### config.mk
export PLATFORM = sky130hd
export DESIGN_NAME = cpu_branch_resolver
export DESIGN_NICKNAME = d
export VERILOG_FILES = /design/src/rtl/cpu_branch_pkg.sv /design/src/rtl/cpu_branch_update_fifo.sv /design/src/rtl/cpu_branch_resolver.sv
export SDC_FILE = /design/constraint.sdc
export NUM_CORES = 1
export LEC_CHECK = 0
export ABC_CLOCK_PERIOD_IN_PS = 10920
export BUFFER_PORTS_ARGS = -buffer_cell sky130_fd_sc_hd__buf_2
export CORE_AREA = 2 2 197 199
export CTS_BUF_LIST = sky130_fd_sc_hd__clkbuf_8
export DETAILED_ROUTE_END_ITERATION = 16
export DIE_AREA = 0 0 199 201
export GPL_ROUTABILITY_DRIVEN = 0
export SLEW_MARGIN = 20
export SYNTH_ARGS = -nofsm -noshare
export SYNTH_HDL_FRONTEND = slang
export SYNTH_SLANG_ARGS = --single-unit
### constraint.sdc
create_clock -name clk -period 10.92 [get_ports clk]
set_input_delay 1.092 -clock clk [delete_from_list [all_inputs] [get_ports clk]]
set_output_delay 1.092 -clock clk [all_outputs]
set_load 0.02 [all_outputs]
### src/rtl/cpu_branch_pkg.sv
// Shared branch-resolution helpers, reused by the execute-side resolver and fetch-side checks.
package cpu_branch_pkg;

   localparam int INSTR_BYTES = 4;

   // The target comparison is passed in as a bit so these helpers stay independent of XLEN.
   function automatic logic is_mispredict(input logic taken, input logic pred_taken,
                                          input logic target_match);
      return (pred_taken != taken) || (taken && !target_match);
   endfunction

   function automatic logic needs_update(input logic taken, input logic pred_taken,
                                         input logic target_match);
      return taken && (!pred_taken || !target_match);
   endfunction

endpackage

### src/rtl/cpu_branch_update_fifo.sv
// Small FIFO for branch target buffer updates; the pointers carry an extra wrap bit for full/empty.
module cpu_branch_update_fifo #(
   parameter int WIDTH = 64,
   parameter int DEPTH = 4
) (
   input  logic             clk,
   input  logic             rst_n,
   input  logic             push,
   input  logic [WIDTH-1:0] data,
   input  logic             pop,
   output logic             full,
   output logic             empty,
   output logic [WIDTH-1:0] head
);

   localparam int AW = $clog2(DEPTH);

   logic [WIDTH-1:0] mem [DEPTH];
   logic [AW:0]      wr_ptr;
   logic [AW:0]      rd_ptr;
   logic             do_push;
   logic             do_pop;

   assign empty   = (wr_ptr == rd_ptr);
   assign full    = (wr_ptr[AW] != rd_ptr[AW]) && (wr_ptr[AW-1:0] == rd_ptr[AW-1:0]);
   assign do_pop  = pop && !empty;
   assign do_push = push && (!full || do_pop);
   assign head    = mem[rd_ptr[AW-1:0]];

   // NOTE: non-blocking assignments keep all flops updating from the same pre-edge values.
   always_ff @(posedge clk or negedge rst_n) begin
      if (!rst_n) begin
         wr_ptr <= '0;
         rd_ptr <= '0;
      end else begin
         if (do_push) wr_ptr <= wr_ptr + 1'b1;
         if (do_pop)  rd_ptr <= rd_ptr + 1'b1;
      end
   end

   // NOTE: storage is left unreset; the pointers alone define which entries are valid.
   always_ff @(posedge clk) begin
      if (do_push) mem[wr_ptr[AW-1:0]] <= data;
   end

endmodule

### src/rtl/cpu_branch_resolver.sv
// Execute-stage branch resolver: registered redirect on mispredict, plus BTB update queue.
// Optional performance counters are enabled with the CPU_BRANCH_STATS_EN macro.
module cpu_branch_resolver
   import cpu_branch_pkg::*;
#(
   parameter int XLEN         = 32,
   parameter int UPDATE_DEPTH = 4
) (
   input  logic            clk,
   input  logic            rst_n,
   input  logic            ex_valid,
   input  logic [XLEN-1:0] ex_pc,
   input  logic            ex_taken,
   input  logic [XLEN-1:0] ex_target,
   input  logic            ex_pred_taken,
   input  logic [XLEN-1:0] ex_pred_target,
   output logic            redirect,
   output logic [XLEN-1:0] redirect_pc,
   output logic            update,
   output logic [XLEN-1:0] update_addr,
   output logic [XLEN-1:0] update_target_addr,
   output logic [31:0]     stat_branches,
   output logic [31:0]     stat_mispredicts,
   output logic [31:0]     stat_drops
);

   logic            accept;
   logic            target_match;
   logic            mispredict;
   logic            push;
   logic            push_ok;
   logic [XLEN-1:0] correct_pc;
   logic            q_full;
   logic            q_empty;
   logic            q_pop;
   logic [2*XLEN-1:0] q_head;

   // The instruction behind a redirect is wrong-path and must be ignored.
   assign accept       = ex_valid && !redirect;
   assign target_match = (ex_pred_target == ex_target);
   assign mispredict   = accept && is_mispredict(ex_taken, ex_pred_taken, target_match);
   assign push         = accept && needs_update(ex_taken, ex_pred_taken, target_match);
   assign correct_pc   = ex_taken ? ex_target : ex_pc + XLEN'(INSTR_BYTES);

   always_ff @(posedge clk or negedge rst_n) begin
      if (!rst_n) begin
         redirect    <= 1'b0;
         redirect_pc <= '0;
      end else begin
         redirect <= mispredict;
         if (mispredict) redirect_pc <= correct_pc;
      end
   end

   // The BTB always accepts, so the head is consumed on every non-empty cycle.
   assign q_pop   = !q_empty;
   assign push_ok = push && (!q_full || q_pop);

   cpu_branch_update_fifo #(
      .WIDTH (2*XLEN),
      .DEPTH (UPDATE_DEPTH)
   ) u_fifo (
      .clk   (clk),
      .rst_n (rst_n),
      .push  (push_ok),
      .data  ({ex_pc, ex_target}),
      .pop   (q_pop),
      .full  (q_full),
      .empty (q_empty),
      .head  (q_head)
   );

   assign update             = !q_empty;
   assign update_addr        = q_empty ? '0 : q_head[2*XLEN-1:XLEN];
   assign update_target_addr = q_empty ? '0 : q_head[XLEN-1:0];

`ifdef CPU_BRANCH_STATS_EN
   logic        drop;
   logic [31:0] branches_q;
   logic [31:0] mispredicts_q;
   logic [31:0] drops_q;

   assign drop = push && !push_ok;

   always_ff @(posedge clk or negedge rst_n) begin
      if (!rst_n) begin
         branches_q    <= '0;
         mispredicts_q <= '0;
         drops_q       <= '0;
      end else begin
         if (accept)     branches_q    <= branches_q + 32'd1;
         if (mispredict) mispredicts_q <= mispredicts_q + 32'd1;
         if (drop)       drops_q       <= drops_q + 32'd1;
      end
   end

   assign stat_branches    = branches_q;
   assign stat_mispredicts = mispredicts_q;
   assign stat_drops       = drops_q;
`else
   assign stat_branches    = '0;
   assign stat_mispredicts = '0;
   assign stat_drops       = '0;
`endif

endmodule

* Word-level counts from Yosys, hierarchy flattened
Memories as Yosys holds them, arrays and structs flattened. Index checks and enable logic that the tools add are counted. Widths: inputs -> output; s select.
Word-level totals: flip-flop bits (word level) 39, RAM bits 256, input port bits 101, output and inout port bits 194, logic and storage cells 34, memories 1
Memory list:
- u_fifo.mem | words 4, width 64, rd ports 1, clocked after Yosys merged registers in 0, wr ports 1, RTL line cpu_branch_update_fifo.sv:18 | logic [WIDTH-1:0] mem [DEPTH];
Cells by class: add/sub/neg operators 3, equality and inequality tests 5, mux-type cells 5, reduce and logical (&&, ||, !) cells 16
Operators by type and width (number):
- $mux 32 | 3
- $add 32x3->32 const B | 1
- $eq 32x32->1 | 1
- $logic_and 1x1->1 | 8
- $add 3x1->3 const B | 2
- $logic_not 1->1 | 5
- $eq 3x3->1 | 1
- $logic_or 1x1->1 | 3
- $eq 2x2->1 | 1
- $mux 1 | 2
- $ne 1x1->1 | 2

* Logic depth before layout (Yosys ltp)
depth after elaboration 9, mapped depth 9, mapped depth without buffers 7

* Hierarchy
A second synthesis with hierarchy kept.
Second synthesis, totals: cell total of the unflattened synthesis 910, area, all modules 13770.7 um^2
Modules (own cells, without submodules):
- cpu_branch_update_fifo | times used 1, cells an instance 381, area each 9651.8 um^2, sequential area each 7837.5 um^2
- cpu_branch_resolver | times used 1, cells an instance 529, area each 4119.0 um^2, sequential area each 825.8 um^2

* Worst setup path before layout
OpenSTA, ideal clock, no wires.
path kind in2reg, start point input port ex_valid, end point memory u_fifo.mem[0][0], enable pin, setup time 0.487 ns, arrival time 4.896 ns, required time 10.433 ns, setup slack 5.537 ns, stages on the path 7, path buffers 3, path through nor2b_1 -> clkbuf_1 -> nand2_1 -> or2_2 -> buf_6 -> buf_6 -> nor2_1
Between the ends: longest elaborated chain between the ends 6
RTL lines:
- start, declared | RTL line cpu_branch_resolver.sv:11 | input logic ex_valid,
- $logic_and 1x1->1 | RTL line cpu_branch_resolver.sv:39 | assign accept = ex_valid && !redirect;
- $logic_and 1x1->1 | RTL line cpu_branch_resolver.sv:42 | assign push = accept && needs_update(ex_taken, ex_pred_taken, target_match);
- $logic_and 1x1->1 | RTL line cpu_branch_resolver.sv:57 | assign push_ok = push && (!q_full || q_pop);
- $logic_and 1x1->1 | RTL line cpu_branch_update_fifo.sv:27 | assign do_push = push && (!full || do_pop);
- $mux 1 | RTL line cpu_branch_update_fifo.sv:43 | if (do_push) mem[wr_ptr[AW-1:0]] <= data;
- $mux 1 (not written as such) | RTL line cpu_branch_update_fifo.sv:43
- end, declared | RTL line cpu_branch_update_fifo.sv:18
Every way passes these cells.

* Final worst setup path
start point register u_fifo.rd_ptr[0], end point output port update_addr[7]
Between the ends: longest elaborated chain between the ends 2, elaborated cells on any way between the ends 3, those cells by class eq/ne: 1; mux: 1; memory: 1
RTL lines:
- start, declared | RTL line cpu_branch_update_fifo.sv:20 | logic [AW:0] rd_ptr;
- start signal, assigned | RTL line cpu_branch_update_fifo.sv:37 | if (do_pop) rd_ptr <= rd_ptr + 1'b1;
- $mem_v2 4x64 / $eq 3x3->1 (equally long branches)
- $mux 32 * | RTL line cpu_branch_resolver.sv:74 | assign update_addr = q_empty ? '0 : q_head[2*XLEN-1:XLEN];
- end, declared | RTL line cpu_branch_resolver.sv:20 | output logic [XLEN-1:0] update_addr,
Every way passes the cells marked *; elsewhere a longest branch is shown, timed or not.

==> flow_metrics.tcl <==
set metrics [dict create \
    nNetsFinal 1132 \
    clockPowerShare_pct 25.7 \
    numCtsBuffers 49 \
    layout_common_cells "edfxtp_1 (256), buf_2 (198), conb_1 (96)" \
    cp.required_ns 9.83 \
    power_frac_seq_pct 37.5 \
    worstPathCellList "buf_4 > mux4_2 > nor2b_1 > buf_2" \
    final-setup-viol-count 0 \
    cts_resized 0 \
    final_common_cell "edfxtp_1" \
    fp.dieH_um 201 \
    clock_sinks 295 \
    finalSetupTns_ns 0 \
    switchingPower_uw 1370 \
    finClkSkew_ns 0.0192 \
    fmax_ghz 0.234 \
    post-route-util_pct 40.3 \
    crit_path_max_fanout 43 \
    drc 0 \
    hold_path.startpoint "u_fifo.rd_ptr[2]" \
    io_pins 295 \
    rows 72 \
    crit_family "buffers and inverters" \
    wirelength_um 34500 \
    synth_area_um2 13100 \
    fillers 3587 \
    worst_pin_slew_ns 1.06 \
    max-slew-margin-rel_pct 29.1 \
    slowest_stage "buf_4" \
    design.core.area_um2 38100 \
    async_flop_share_pct 13.2 \
    synthCells 801 \
    synthToLayoutAreaGrowth_pct 16.8 \
    antenna_cells 0 \
    hold_class "flip-flop to flip-flop" \
    cts_hold_buf 0 \
    grt_max_degree 67 \
    ir_drop_mv 0.117 \
    dieArea_um2 40000 \
    r2r-start "redirect" \
    internal_power_uw 2420 \
    post_drt_wl_per_cell_um 21.9 \
    yosysUniqueCellTypes 39 \
    ant_nets 0 \
    r2r_end "u_fifo.mem[1][39]" \
    die_w_um 199 \
    outcome "completed" \
    reg2reg_slack_ns 7.21 \
    num_vias 7593 \
    pwr-share-comb_pct 36.9 \
    clk_latency_ns 0.56 \
    stdcell_area_um2 15400 \
    hold_depth 1 \
    rr_worst_depth 5 \
    drtIter0Drc 533 \
    drv_cap 0 \
    cts_max_path_buffers 3 \
    fin_crit_sh_pct 39.1 \
    path_clk_slew_ns 0.06 \
    swShare_pct 36.1 \
    tritoncts "yes" \
    grt_pass1_wl_um 49700 \
    grt_antenna_before_repair 1 \
    root_buffer "clkbuf_8" \
    drive_above_1_share_pct 33.4 \
    powerDensity_nw_per_um2 247 \
    synth-edff-count 256 \
    leakagePower_uw 0.00559 \
    syn_avg_cell_area_um2 16.4 \
    port_buffers 198 \
    cp-end-kind "primary output" \
    startpoint "u_fifo.rd_ptr[0]" \
    min_period_ns 4.27 \
    cts_htree_levels 2 \
    hold_ws_ns 0.489 \
    initial_utilization_pct 34.5 \
    globalRouteOverflowTotal 0 \
    hpwl_um 23900 \
    critPathArrivalTime_ns 3.18 \
    startpoint_type "flip-flop" \
    rsz0062_at_grt "no" \
    min_to "u_fifo.rd_ptr[2]" \
    seq_area_frac_synth_pct 65.9 \
    critPathMaxStageDelay_ns 0.78 \
    yosys_warnings 0 \
    finalHoldViolations 0 \
    vias_per_cell 4.81 \
    path_class "flip-flop to primary output" \
    dpl_cell_area_um2 14400 \
    first_global_vias 7446 \
    grtUsageTotal_pct 17.1 \
    synth-seq-cells 295 \
    post_cts_buffers 0 \
    slew_violations 0 \
    first_pass_iters 5 \
    synth-main-ff-cell "edfxtp_1" \
    critPathBufInv 2 \
]
flip-flops by register name, indices dropped and copies added, names as in the netlist:
register,cells
u_fifo.mem,256
redirect,1
u_fifo.wr_ptr,3
redirect_pc,32
u_fifo.rd_ptr,3
worst max-delay path by stage:
| stage | to | slack [ns] | cells after the start |
|---|---|---|---|
| 5_1_grt | update | 6.40 | 5 |
| 3_5_place_dp | u_fifo.mem[1][37] | 6.28 | 6 |
| 2_1_floorplan | u_fifo.mem[0][0] | 5.54 | 7 |
| 4_1_cts | update_target_addr[13] | 6.49 | 4 |
| 6_report | update_addr[7] | 6.65 | 4 |
| 3_3_place_gp | u_fifo.mem[2][50] | 6.22 | 6 |
power groups by stage:
stage	clock, uW	sequential [uW]	combinational (uW)
floorplan	0	1430	966
global placement	0	1440	1420
detailed placement	0	1450	1420
CTS	997	1420	1430
global route	1050	1430	1500
finish	973	1420	1400
worst register-to-register path, cell delays in order (launching register included):
cell and delay [ns]:
dfrtp_1 0.38, nor2b_1 0.53, nand2_1 0.29, or2_2 0.67, nor2_4 0.74, buf_4 0.69
cell families after synthesis:
kind of cell	count (synthesis)	share of synthesized area, %
buf+inv	148	7.41
simple gates	170	7.27
xor+xnor	53	3.53
flops	295	65.9
other cells	1	0.0285
mux	67	11.2
compound gates	61	4.08
fa+ha+maj	6	0.571
stage by stage:
step                cells  setup slack [ns]  total power, uW
global placement     1491              6.22             2860
detailed placement   1492              6.28             2870
finish               1580              6.65             3790
CTS                  1580              6.49             3850
floorplan             896              5.54             2400
global route         1580              6.40             3980
final cells by class:
cell class	count	area [um2]	share of cell area, %
timing repair buffer	209	1090	7.07
multi-input combinational	453	3910	25.4
clock inverter	35	254	1.65
clock buffer	53	729	4.75
inverter	17	63.8	0.416
tap	518	648	4.22
sequential	295	8670	56.4
synthesized netlist by cell type (all sizes together), types with 7 or more instances:
cell type / count / area share, %
o221a: 26 / 2.2
o22a: 7 / 0.47
clkbuf: 15 / 0.43
nor4: 7 / 0.33
inv: 17 / 0.49
and4: 7 / 0.47
dfrtp: 39 / 7.4
xor2: 11 / 0.73
edfxtp: 256 / 58
buf: 116 / 6.5
nand2: 30 / 0.86
nor2: 8 / 0.23
nor2b: 68 / 3.2
mux4: 64 / 11
o21ai: 9 / 0.34
nand4: 11 / 0.52
nand3: 18 / 0.69
xnor2: 42 / 2.8
routing by layer:
layer / up-vias / GRT usage (%) / wire length (um)
met5: - / 0 / 13
met4: 2 / 4.45 / 675
met3: 48 / 4.13 / 2330
met2: 297 / 27.1 / 16600
met1: 3915 / 23.7 / 14900
li1: 3331 / - / -
(Power assumes the default switching activity.)
